**src/rtl/leaf_pkg.sv**
```systemverilog
// Shared packet layout, credit limits and packet builder for the leaf transmit path.
package leaf_pkg;

  localparam int PAYLOAD_W = 32;
  localparam int ADDR_W    = 7;
  localparam int PORT_W    = 4;
  localparam int LEAF_W    = 5;
  localparam int BRAM_W    = 7;

  localparam int ADDR_LSB  = PAYLOAD_W;
  localparam int PORT_LSB  = ADDR_LSB + ADDR_W;
  localparam int LEAF_LSB  = PORT_LSB + PORT_W;
  localparam int VALID_BIT = LEAF_LSB + LEAF_W;
  localparam int PKT_W     = VALID_BIT + 1;

  localparam int CREDIT_W = BRAM_W + 1;
  localparam logic [CREDIT_W-1:0] CREDIT_MAX = CREDIT_W'(1 << BRAM_W);

  typedef struct packed {
    logic                 valid;
    logic [LEAF_W-1:0]    leaf;
    logic [PORT_W-1:0]    port;
    logic [ADDR_W-1:0]    addr;
    logic [PAYLOAD_W-1:0] payload;
  } packet_t;

  function automatic logic [PKT_W-1:0] make_packet(
    input logic [LEAF_W-1:0]    leaf,
    input logic [PORT_W-1:0]    port,
    input logic [ADDR_W-1:0]    addr,
    input logic [PAYLOAD_W-1:0] payload
  );
    logic [PKT_W-1:0] p;
    p = '0;
    p[VALID_BIT]                = 1'b1;
    p[LEAF_LSB +: LEAF_W]       = leaf;
    p[PORT_LSB +: PORT_W]       = port;
    p[ADDR_LSB +: ADDR_W]       = addr;
    p[0 +: PAYLOAD_W]           = payload;
    return p;
  endfunction

endpackage

```
**src/rtl/leaf_rr_arbiter.sv**
```systemverilog
// Round-robin arbiter: first requester at or after the pointer wins; pointer moves past it on accept.
module leaf_rr_arbiter #(
  parameter int NUM_PORTS = 4,
  parameter int IDX_W     = (NUM_PORTS > 1) ? $clog2(NUM_PORTS) : 1
) (
  input  logic                 clk,
  input  logic                 reset,
  input  logic [NUM_PORTS-1:0] req,
  input  logic                 accept,
  output logic [NUM_PORTS-1:0] grant,
  output logic [IDX_W-1:0]     grant_idx
);

  logic [IDX_W-1:0] ptr_q;
  logic [IDX_W:0]   cand;
  logic [IDX_W-1:0] cand_idx;
  logic             found;

  always_comb begin
    grant     = '0;
    grant_idx = '0;
    found     = 1'b0;
    cand      = '0;
    cand_idx  = '0;
    for (int k = 0; k < NUM_PORTS; k++) begin
      cand = {1'b0, ptr_q} + (IDX_W+1)'(k);
      if (cand >= (IDX_W+1)'(NUM_PORTS)) cand = cand - (IDX_W+1)'(NUM_PORTS);
      cand_idx = cand[IDX_W-1:0];
      if (!found && req[cand_idx]) begin
        found           = 1'b1;
        grant[cand_idx] = 1'b1;
        grant_idx       = cand_idx;
      end
    end
  end

  always_ff @(posedge clk or posedge reset) begin
    if (reset) begin
      ptr_q <= '0;
    end else if (accept && found) begin
      ptr_q <= (grant_idx == IDX_W'(NUM_PORTS - 1)) ? '0 : grant_idx + IDX_W'(1);
    end
  end

endmodule

```
**src/rtl/leaf_tx_packetizer.sv**
```systemverilog
// Leaf transmit side: arbitrates user output ports, stamps dest/addr and drives one packet per cycle
// toward the BFT, gated by per-port credits that mirror the remote receive buffer.
module leaf_tx_packetizer #(
  parameter int PACKET_BITS        = 49,
  parameter int PAYLOAD_BITS       = 32,
  parameter int NUM_LEAF_BITS      = 5,
  parameter int NUM_PORT_BITS      = 4,
  parameter int NUM_ADDR_BITS      = 7,
  parameter int NUM_OUT_PORTS      = 4,
  parameter int NUM_BRAM_ADDR_BITS = 7
) (
  input  logic                                  clk,
  input  logic                                  reset,
  input  logic [NUM_OUT_PORTS*PAYLOAD_BITS-1:0] din_leaf_user2interface,
  input  logic [NUM_OUT_PORTS-1:0]              vld_user2interface,
  output logic [NUM_OUT_PORTS-1:0]              ack_interface2user,
  input  logic                                  cfg_we,
  input  logic [NUM_PORT_BITS-1:0]              cfg_port,
  input  logic [NUM_LEAF_BITS-1:0]              cfg_dest_leaf,
  input  logic [NUM_PORT_BITS-1:0]              cfg_dest_port,
  input  logic                                  credit_vld,
  input  logic [NUM_PORT_BITS-1:0]              credit_port,
  input  logic [NUM_BRAM_ADDR_BITS:0]           credit_amt,
  input  logic                                  bft_ready,
  input  logic                                  resend,
  output logic [PACKET_BITS-1:0]                dout_leaf_interface2bft
);

  import leaf_pkg::*;

  localparam int IDX_W  = (NUM_OUT_PORTS > 1) ? $clog2(NUM_OUT_PORTS) : 1;
  localparam int CSUM_W = CREDIT_W + 2;

  packet_t                    out_q;
  logic [NUM_OUT_PORTS-1:0]   enable_q;
  logic [NUM_LEAF_BITS-1:0]   leaf_q   [NUM_OUT_PORTS];
  logic [NUM_PORT_BITS-1:0]   port_q   [NUM_OUT_PORTS];
  logic [NUM_ADDR_BITS-1:0]   addr_q   [NUM_OUT_PORTS];
  logic [CREDIT_W-1:0]        credit_q [NUM_OUT_PORTS];
  logic [CREDIT_W-1:0]        credit_nxt [NUM_OUT_PORTS];
  logic [PAYLOAD_BITS-1:0]    din_word [NUM_OUT_PORTS];

  logic [NUM_OUT_PORTS-1:0]   eligible;
  logic [NUM_OUT_PORTS-1:0]   req;
  logic [NUM_OUT_PORTS-1:0]   grant;
  logic [NUM_OUT_PORTS-1:0]   cfg_hit;
  logic [IDX_W-1:0]           grant_idx;
  logic                       grant_any;
  logic                       slot_free;
  logic [CSUM_W-1:0]          csum;

  function automatic logic [CREDIT_W-1:0] sat_credit(input logic [CSUM_W-1:0] sum);
    if (sum > CSUM_W'(CREDIT_MAX)) return CREDIT_MAX;
    return sum[CREDIT_W-1:0];
  endfunction

  assign slot_free = ~out_q.valid | bft_ready;
  assign grant_any = |grant;

  always_comb begin
    eligible = '0;
    cfg_hit  = '0;
    for (int i = 0; i < NUM_OUT_PORTS; i++) begin
      eligible[i] = vld_user2interface[i] & enable_q[i] & (credit_q[i] != '0) & ~resend;
      cfg_hit[i]  = cfg_we && (cfg_port == NUM_PORT_BITS'(i));
      din_word[i] = din_leaf_user2interface[i*PAYLOAD_BITS +: PAYLOAD_BITS];
    end
    req = slot_free ? eligible : '0;
  end

  leaf_rr_arbiter #(
    .NUM_PORTS (NUM_OUT_PORTS),
    .IDX_W     (IDX_W)
  ) u_arb (
    .clk       (clk),
    .reset     (reset),
    .req       (req),
    .accept    (grant_any),
    .grant     (grant),
    .grant_idx (grant_idx)
  );

  assign ack_interface2user = grant;

  // A grant and a credit return on the same port in one cycle net out before saturation.
  always_comb begin
    csum = '0;
    for (int i = 0; i < NUM_OUT_PORTS; i++) begin
      csum = CSUM_W'(credit_q[i])
           + ((credit_vld && credit_port == NUM_PORT_BITS'(i)) ? CSUM_W'(credit_amt) : '0)
           - CSUM_W'(grant[i]);
      credit_nxt[i] = sat_credit(csum);
    end
  end

  always_ff @(posedge clk or posedge reset) begin
    if (reset) begin
      out_q    <= '0;
      enable_q <= '0;
      for (int i = 0; i < NUM_OUT_PORTS; i++) begin
        leaf_q[i]   <= '0;
        port_q[i]   <= '0;
        addr_q[i]   <= '0;
        credit_q[i] <= CREDIT_MAX;
      end
    end else begin
      // resend freezes the output register so the held packet can be presented again
      if (!resend && slot_free) begin
        out_q <= grant_any ? make_packet(leaf_q[grant_idx], port_q[grant_idx],
                                         addr_q[grant_idx], din_word[grant_idx])
                           : '0;
      end
      for (int i = 0; i < NUM_OUT_PORTS; i++) begin
        credit_q[i] <= credit_nxt[i];
        if (grant[i]) addr_q[i] <= addr_q[i] + NUM_ADDR_BITS'(1);
        if (cfg_hit[i]) begin
          enable_q[i] <= 1'b1;
          leaf_q[i]   <= cfg_dest_leaf;
          port_q[i]   <= cfg_dest_port;
          addr_q[i]   <= '0;
          credit_q[i] <= CREDIT_MAX;
        end
      end
    end
  end

  assign dout_leaf_interface2bft = resend ? '0 : out_q;

endmodule

```
**config.mk**
```make
export PLATFORM = sky130hd
export DESIGN_NAME = leaf_tx_packetizer
export DESIGN_NICKNAME = d
export VERILOG_FILES = /design/src/rtl/leaf_pkg.sv /design/src/rtl/leaf_rr_arbiter.sv /design/src/rtl/leaf_tx_packetizer.sv
export SDC_FILE = /design/constraint.sdc
export NUM_CORES = 1
export LEC_CHECK = 0
export ABC_AREA = 1
export CAP_MARGIN = 30
export CORE_ASPECT_RATIO = 0.75
export CORE_MARGIN = 3
export CORE_UTILIZATION = 57
export DETAILED_ROUTE_END_ITERATION = 6
export PLACE_DENSITY_LB_ADDON = 0.12
export SYNTH_ARGS = -nofsm -noshare
export SYNTH_HDL_FRONTEND = slang
export SYNTH_SLANG_ARGS = --single-unit
```
**constraint.sdc**
```tcl
create_clock -name clk -period 11.1 [get_ports clk]
set_input_delay 2.775 -clock clk [delete_from_list [all_inputs] [get_ports clk]]
set_output_delay 2.775 -clock clk [all_outputs]
set_load 0.05 [all_outputs]
```
# ---- Word level (Yosys, flattened, before mapping)
# Cells that the tools add are included.
dict set report word_totals {
  register_bits 151
  inputBits 163
  out_inout_bits 53
  word_cells 197
}
dict set report op_classes {
  addsub 20
  order_cmp 17
  n_eq_ne 7
  n_mux 76
  bitwise_logic 19
  reduce_logical 32
}
# cell count
set op_table {}
lappend op_table {{8-bit 2-to-1 mux} 16}
lappend op_table {{49-bit 2-to-1 mux} 2}
lappend op_table {{7-bit 2-to-1 mux} 10}
lappend op_table {{32-bit binary-select mux with 2-bit select} 1}
lappend op_table {{32-bit 2-to-1 mux} 2}
lappend op_table {{10-bit by 8-bit > comparator with 1-bit output (second input constant)} 4}
lappend op_table {{9-bit by 1-bit subtractor with 10-bit output} 4}
lappend op_table {{8-bit by 8-bit adder with 9-bit output} 4}
lappend op_table {{8-bit nonzero test} 4}
lappend op_table {{7-bit by 1-bit adder with 7-bit output (second input constant)} 4}
lappend op_table {{4-bit 2-to-1 mux} 7}
lappend op_table {{2-bit 2-to-1 mux} 9}
lappend op_table {{1-bit logical AND} 17}
lappend op_table {{4-bit by 2-bit == test with 1-bit output (second input constant)} 4}
lappend op_table {{1-bit 2-to-1 mux} 16}
lappend op_table {{7-bit binary-select mux with 2-bit select} 1}
lappend op_table {{1-bit AND} 12}
lappend op_table {{3-bit >= comparator (second input constant)} 4}
lappend op_table {{2-bit by 3-bit < comparator with 1-bit output (second input constant)} 4}
lappend op_table {{4-bit bitwise OR} 3}
lappend op_table {{5-bit binary-select mux with 2-bit select} 1}
lappend op_table {{5-bit 2-to-1 mux} 2}
lappend op_table {{1-bit binary-select mux with 2-bit select} 4}
lappend op_table {{4-bit binary-select mux with 2-bit select} 1}
lappend op_table {{other kinds (16)} 35}

# ---- Depth between registers and ports, before layout
dict set report depth {
  word_depth 21
  depth_mapped 31
  depth_no_buf 30
}

# ---- Modules after synthesis
# A second synthesis with hierarchy kept.
dict set report unflattened {
  cells_unflattened 1589
  hier_area_um2 10869.2
}
# mod n_inst cells_per_inst area_per_inst_um2 seq_area_each_um2
set modules_own_cells {}
lappend modules_own_cells {leaf_tx_packetizer 1 1495 10309.9 3733.6}
lappend modules_own_cells {leaf_rr_arbiter 1 94 559.3 50.0}

# ---- Worst setup path before layout
# No wires, ideal clock.
dict set report synth_path {
  path_type {input port to output port}
  from {input resend}
  to {output ack_interface2user[0]}
  arrival_time_ns 4.131
  required_ns 8.325
  setup_slack_ns 4.194
  path_stages 13
  n_path_buf 2
  path_cell_list {buf_6 > inv_4 > nand2_4 > nor2_2 > nand3_2 > nand2_1 > nand2_1 > nand2_2 > nand3_4 > nor2_1 > nor2_1 > nand2_1 > buf_2}
}
dict set report synth_via {
  elab_chain_len 15
  elab_cells_between_ends 30
  cone_classes {16 x mux; 8 x bitwise; 6 x reduce/logical}
}
# item line_no
set synth_lines {}
lappend synth_lines {{start: declaration} leaf_tx_packetizer.sv:25} ;# input logic resend,
lappend synth_lines {{1-bit NOT (*)} leaf_tx_packetizer.sv:64} ;# eligible[i] = vld_user2interface[i] & enable_q[i] & (credit_q[i] != '0) & ~resend;
lappend synth_lines {{1-bit AND} leaf_tx_packetizer.sv:64}
lappend synth_lines {{4-bit 2-to-1 mux (*)} leaf_tx_packetizer.sv:68} ;# req = slot_free ? eligible : '0;
lappend synth_lines {{1-bit binary-select mux with 2-bit select} leaf_rr_arbiter.sv:29} ;# if (!found && req[cand_idx]) begin
lappend synth_lines {{1-bit 2-to-1 mux (not written as such)} leaf_rr_arbiter.sv:29}
lappend synth_lines {{1-bit 2-to-1 mux} leaf_rr_arbiter.sv:29}
lappend synth_lines {{1-bit logical NOT} leaf_rr_arbiter.sv:29}
lappend synth_lines {{1-bit logical AND} leaf_rr_arbiter.sv:29}
lappend synth_lines {{1-bit 2-to-1 mux} leaf_rr_arbiter.sv:29}
lappend synth_lines {{1-bit logical NOT} leaf_rr_arbiter.sv:29}
lappend synth_lines {{1-bit logical AND} leaf_rr_arbiter.sv:29}
lappend synth_lines {{1-bit 2-to-1 mux} leaf_rr_arbiter.sv:29}
lappend synth_lines {{1-bit logical NOT} leaf_rr_arbiter.sv:29}
lappend synth_lines {{1-bit logical AND} leaf_rr_arbiter.sv:29}
lappend synth_lines {{4-bit 2-to-1 mux (*)} leaf_rr_arbiter.sv:29}
lappend synth_lines {{end: declaration} leaf_tx_packetizer.sv:16} ;# output logic [NUM_OUT_PORTS-1:0] ack_interface2user,
# Mark *: on every way between the ends. The rest lies on a longest branch, timed or not. The select of a mux whose other input is x is not followed.

# ---- Worst setup path in the final report
# Ends and elaborated chain as after synthesis.

==> results.cfg <==
[finish]
final_layout_size_suffix_gt1_frac = 0.04966
insertedDiodeCount = 0
layout_commonest_cell = nand2_1
final_cell_mix = 434 x nand2_1, 303 x nand3_1, 216 x inv_1
layout.cells.non_filler = 1999
area_growth_pct = 25.76
final_nets = 1980

[drt]
postRouteWirelength_um = 31270
drt_drc_violations_left = 0
detail_route.iter0.violations = 926
route.antenna.remaining_nets = 0
route.detailed.vias_per_inst = 5.370
via_count = 10734
drt-wirelength-per-cell_um = 15.64
dr.pass1.iters = 6

[logic_synthesis]
synth_enable_flop_cells = 0
async_flop_share = 1.000
synth.largest_area_cell = dfrtp_1
avgSynthCellArea_um2 = 6.963
synthesis.area_mm2 = 0.01088
synth_largest_type_area_fraction = 0.3382
yosysWarnings = 0
share_of_synthesized_area_occupied_by_flip_flops_and_latches = 0.3479
synth-main-ff-cell = dfrtp_1
netlist_top_cells_area = dfrtp_1 34%, nand2_1 15%, nand3_1 14%
synth-seq-cells = 151
syn-num-nets = 1803
synth_cell_type_count = 40
postSynthCellCount = 1562

[cts]
clock_path_buffers = 2
cts_hold_buffers = 0
clock_transition_at_path_regs_ps = 60
cts.repair.resized = 0
cts_setup_buffers = 0
cts_buffers = 17
tritoncts = yes
cts_max_level = 4
cts-root-buf = clkbuf_16
numClockSinks = 151
worstSkewPairLatency_ps = 430

[sta]
grt_setup_unrepaired = false
final.setup_skew_ps = 9.389
final-setup-viol-count = 0
share_of_the_clock_period_used_by_the_worst_path_after_layout = 0.8164
hold_viol_final = 0
timing.setup.tns_ps = 0
worstMarginPinSlew_ps = 1062
fmaxAchievable_mhz = 110.3
finalCriticalPeriod_ps = 9062
timing.final.max_slew_violations = 0
slew_headroom = 0.2919

[setup_path]
critical_path.slowest_cell = clkdlybuf4s50_1
timing_worst_setup_path_type = in2out
timing.critical_path.cells = buf_2 > inv_4 > nand2_4 > nor2_2 > nand3_1 > nand3_1 > nand2_1 > nand2_1 > nor2_2 > nand3_1 > nand2_1 > clkdlybuf4s50_1
crit_buf_inv = 3
crit_path_end_kind = primary output
cp_max_fo = 53
cpLargestDelayFamily = simple AND/OR/NAND/NOR gates
worstSetupStartpointType = input pin
critical_path_arrival_ps = 6290
timing.critical_path.slowest_cell_delay_ps = 910
worst_ep_required_time_ps = 8330

[global_route]
initial_antenna_violation_count = 0
via_count_of_the_first_global_routing_pass = 10099
grt_use_met1 = 0.4284
globalRoute.busiestLayer = met2
global_route.usage.total = 0.3029
globalRouteOverflowTotal = 0
grt_first_pass_wirelength_um = 50690
groute.layer.met2.usage = 0.4794
grt_max_degree = 97
met3_usage = 0.05820

[floorplanning]
placement_rows = 43
die_area_mm2 = 0.02079
design.portCount = 216
die_h_um = 125.6
core_area_mm2 = 0.01862
dieWidth_um = 165.5
initial_utilization = 0.5842

[flow_run]
drv.max_cap_violation_count = 0

[run_status]
outcome = finished, final reports clean

[placement]
place.port_buffers = 215
detailed_place_hpwl_um = 22210
place_congestion = 0.8751
numPlacedInstances = 1966

[hold_path]
worst_hold_path_type = reg2reg

[power_and_ir_drop]
ir_drop_uv = 236.9
total_leakage_power_nw = 6.863
p_per_area_mw_per_mm2 = 286.5
[path summary, 6_finish.rpt]
kind                                            to  slack [ps]                  startpoint  cells past startpoint
setup / recovery             ack_interface2user[0]        2040                      resend                     12
hold reg to reg            enable_q[3]$_DFFE_PP0P_         480     enable_q[3]$_DFFE_PP0P_                      1
setup reg to reg            credit_q[13]$_DFF_PP0_        6060  u_arb.ptr_q[0]$_DFFE_PP0P_                     26
max in group asynchronous   addr_q[24]$_DFFE_PP0P_        6840                       reset                      3
hold / removal             enable_q[3]$_DFFE_PP0P_         480     enable_q[3]$_DFFE_PP0P_                      1
min in group asynchronous    out_q[22]$_DFFE_PP0P_        2860                       reset                      2
[area by class of cell]
cell class	instances	area, um2
multi-input combinational	1119	5884
fill	1492	4938
clock inverter	15	160.2
timing repair buffer	227	2270
tap	247	309.0
clock buffer	17	425.4
inverter	223	844.6
sequential	151	3784
[sequential cells by signal (all words and copies together) (netlist names)]
| name | cells |
|---|---|
| port_q | 16 |
| enable_q | 4 |
| addr_q | 28 |
| leaf_q | 20 |
| u_arb.ptr_q | 2 |
| out_q | 49 |
| credit_q | 32 |
[synth_stat cells (all sizes together) (4+ instances only)]
cell,count
nor4,4
fa,4
ha,74
nor2,125
inv,221
or2,6
o21ai,46
xor2,25
nand3,311
a21o,5
dfstp,4
a21oi,25
nand3b,10
nand2,442
nand4,12
xnor2,16
buf,47
clkbuf,22
nor3,8
dfrtp,147
[routing by layer]
metal | wire length, um | up-vias
met5 | 0 | -
met4 | 618 | 0
met3 | 2556 | 39
met2 | 14270 | 393
met1 | 13830 | 4993
li1 | - | 5309
[kinds of logic (layout without fill, tap and decap cells)]
logic type | count (synthesis) | count (layout) | share of synthesized area
adders and majority gates | 78 | 78 | 0.09250
xor gates and xnor gates | 41 | 41 | 0.03302
buffers and inverters | 292 | 482 | 0.1124
and+or+nand+nor | 918 | 918 | 0.3730
AOI/OAI and AO/OA | 82 | 82 | 0.04119
DFF | 151 | 151 | 0.3479
[through the flow]
stage	area, um2	hold slack (ps)	setup slack, ps	utilization	power, mW
floorplan	10880	439.4	4194	-	2.722
global placement	13040	450.7	2189	0.7007	3.213
detailed placement	13060	459.8	2092	0.7018	3.299
CTS	13650	474.7	2092	0.7332	3.888
global route	13680	496.6	1781	0.7347	4.252
finish	13680	475.1	2038	0.7347	3.919
[worst register-to-register path: stages (launching register included)]
cell and delay [ps]:
dfrtp_1 640, inv_2 220, ha_1 470, inv_1 100, nand3_1 90, nand2_1 140
nand3_4 170, nor2_1 60, nor2_1 90, nand2_1 310, ha_1 420, inv_1 40
ha_1 230, fa_1 420, nand3_1 100, nand2_1 80, nand2_1 70, nand2_1 50
a21oi_1 200, nor2_1 60, o21ai_0 230, nand2_1 80, nand2_1 70, nand2_1 60
nor2_1 150, nand3_1 240, nor2_1 170
[report_power, final]
| part | switching [mW] | internal (mW) |
|---|---|---|
| clock network | 0.256 | 0.318 |
| registers | 0.119 | 0.740 |
| logic | 1.66 | 0.830 |
| total | 2.03 | 1.89 |
No activity file was read; power rests on OpenSTA's default activity.
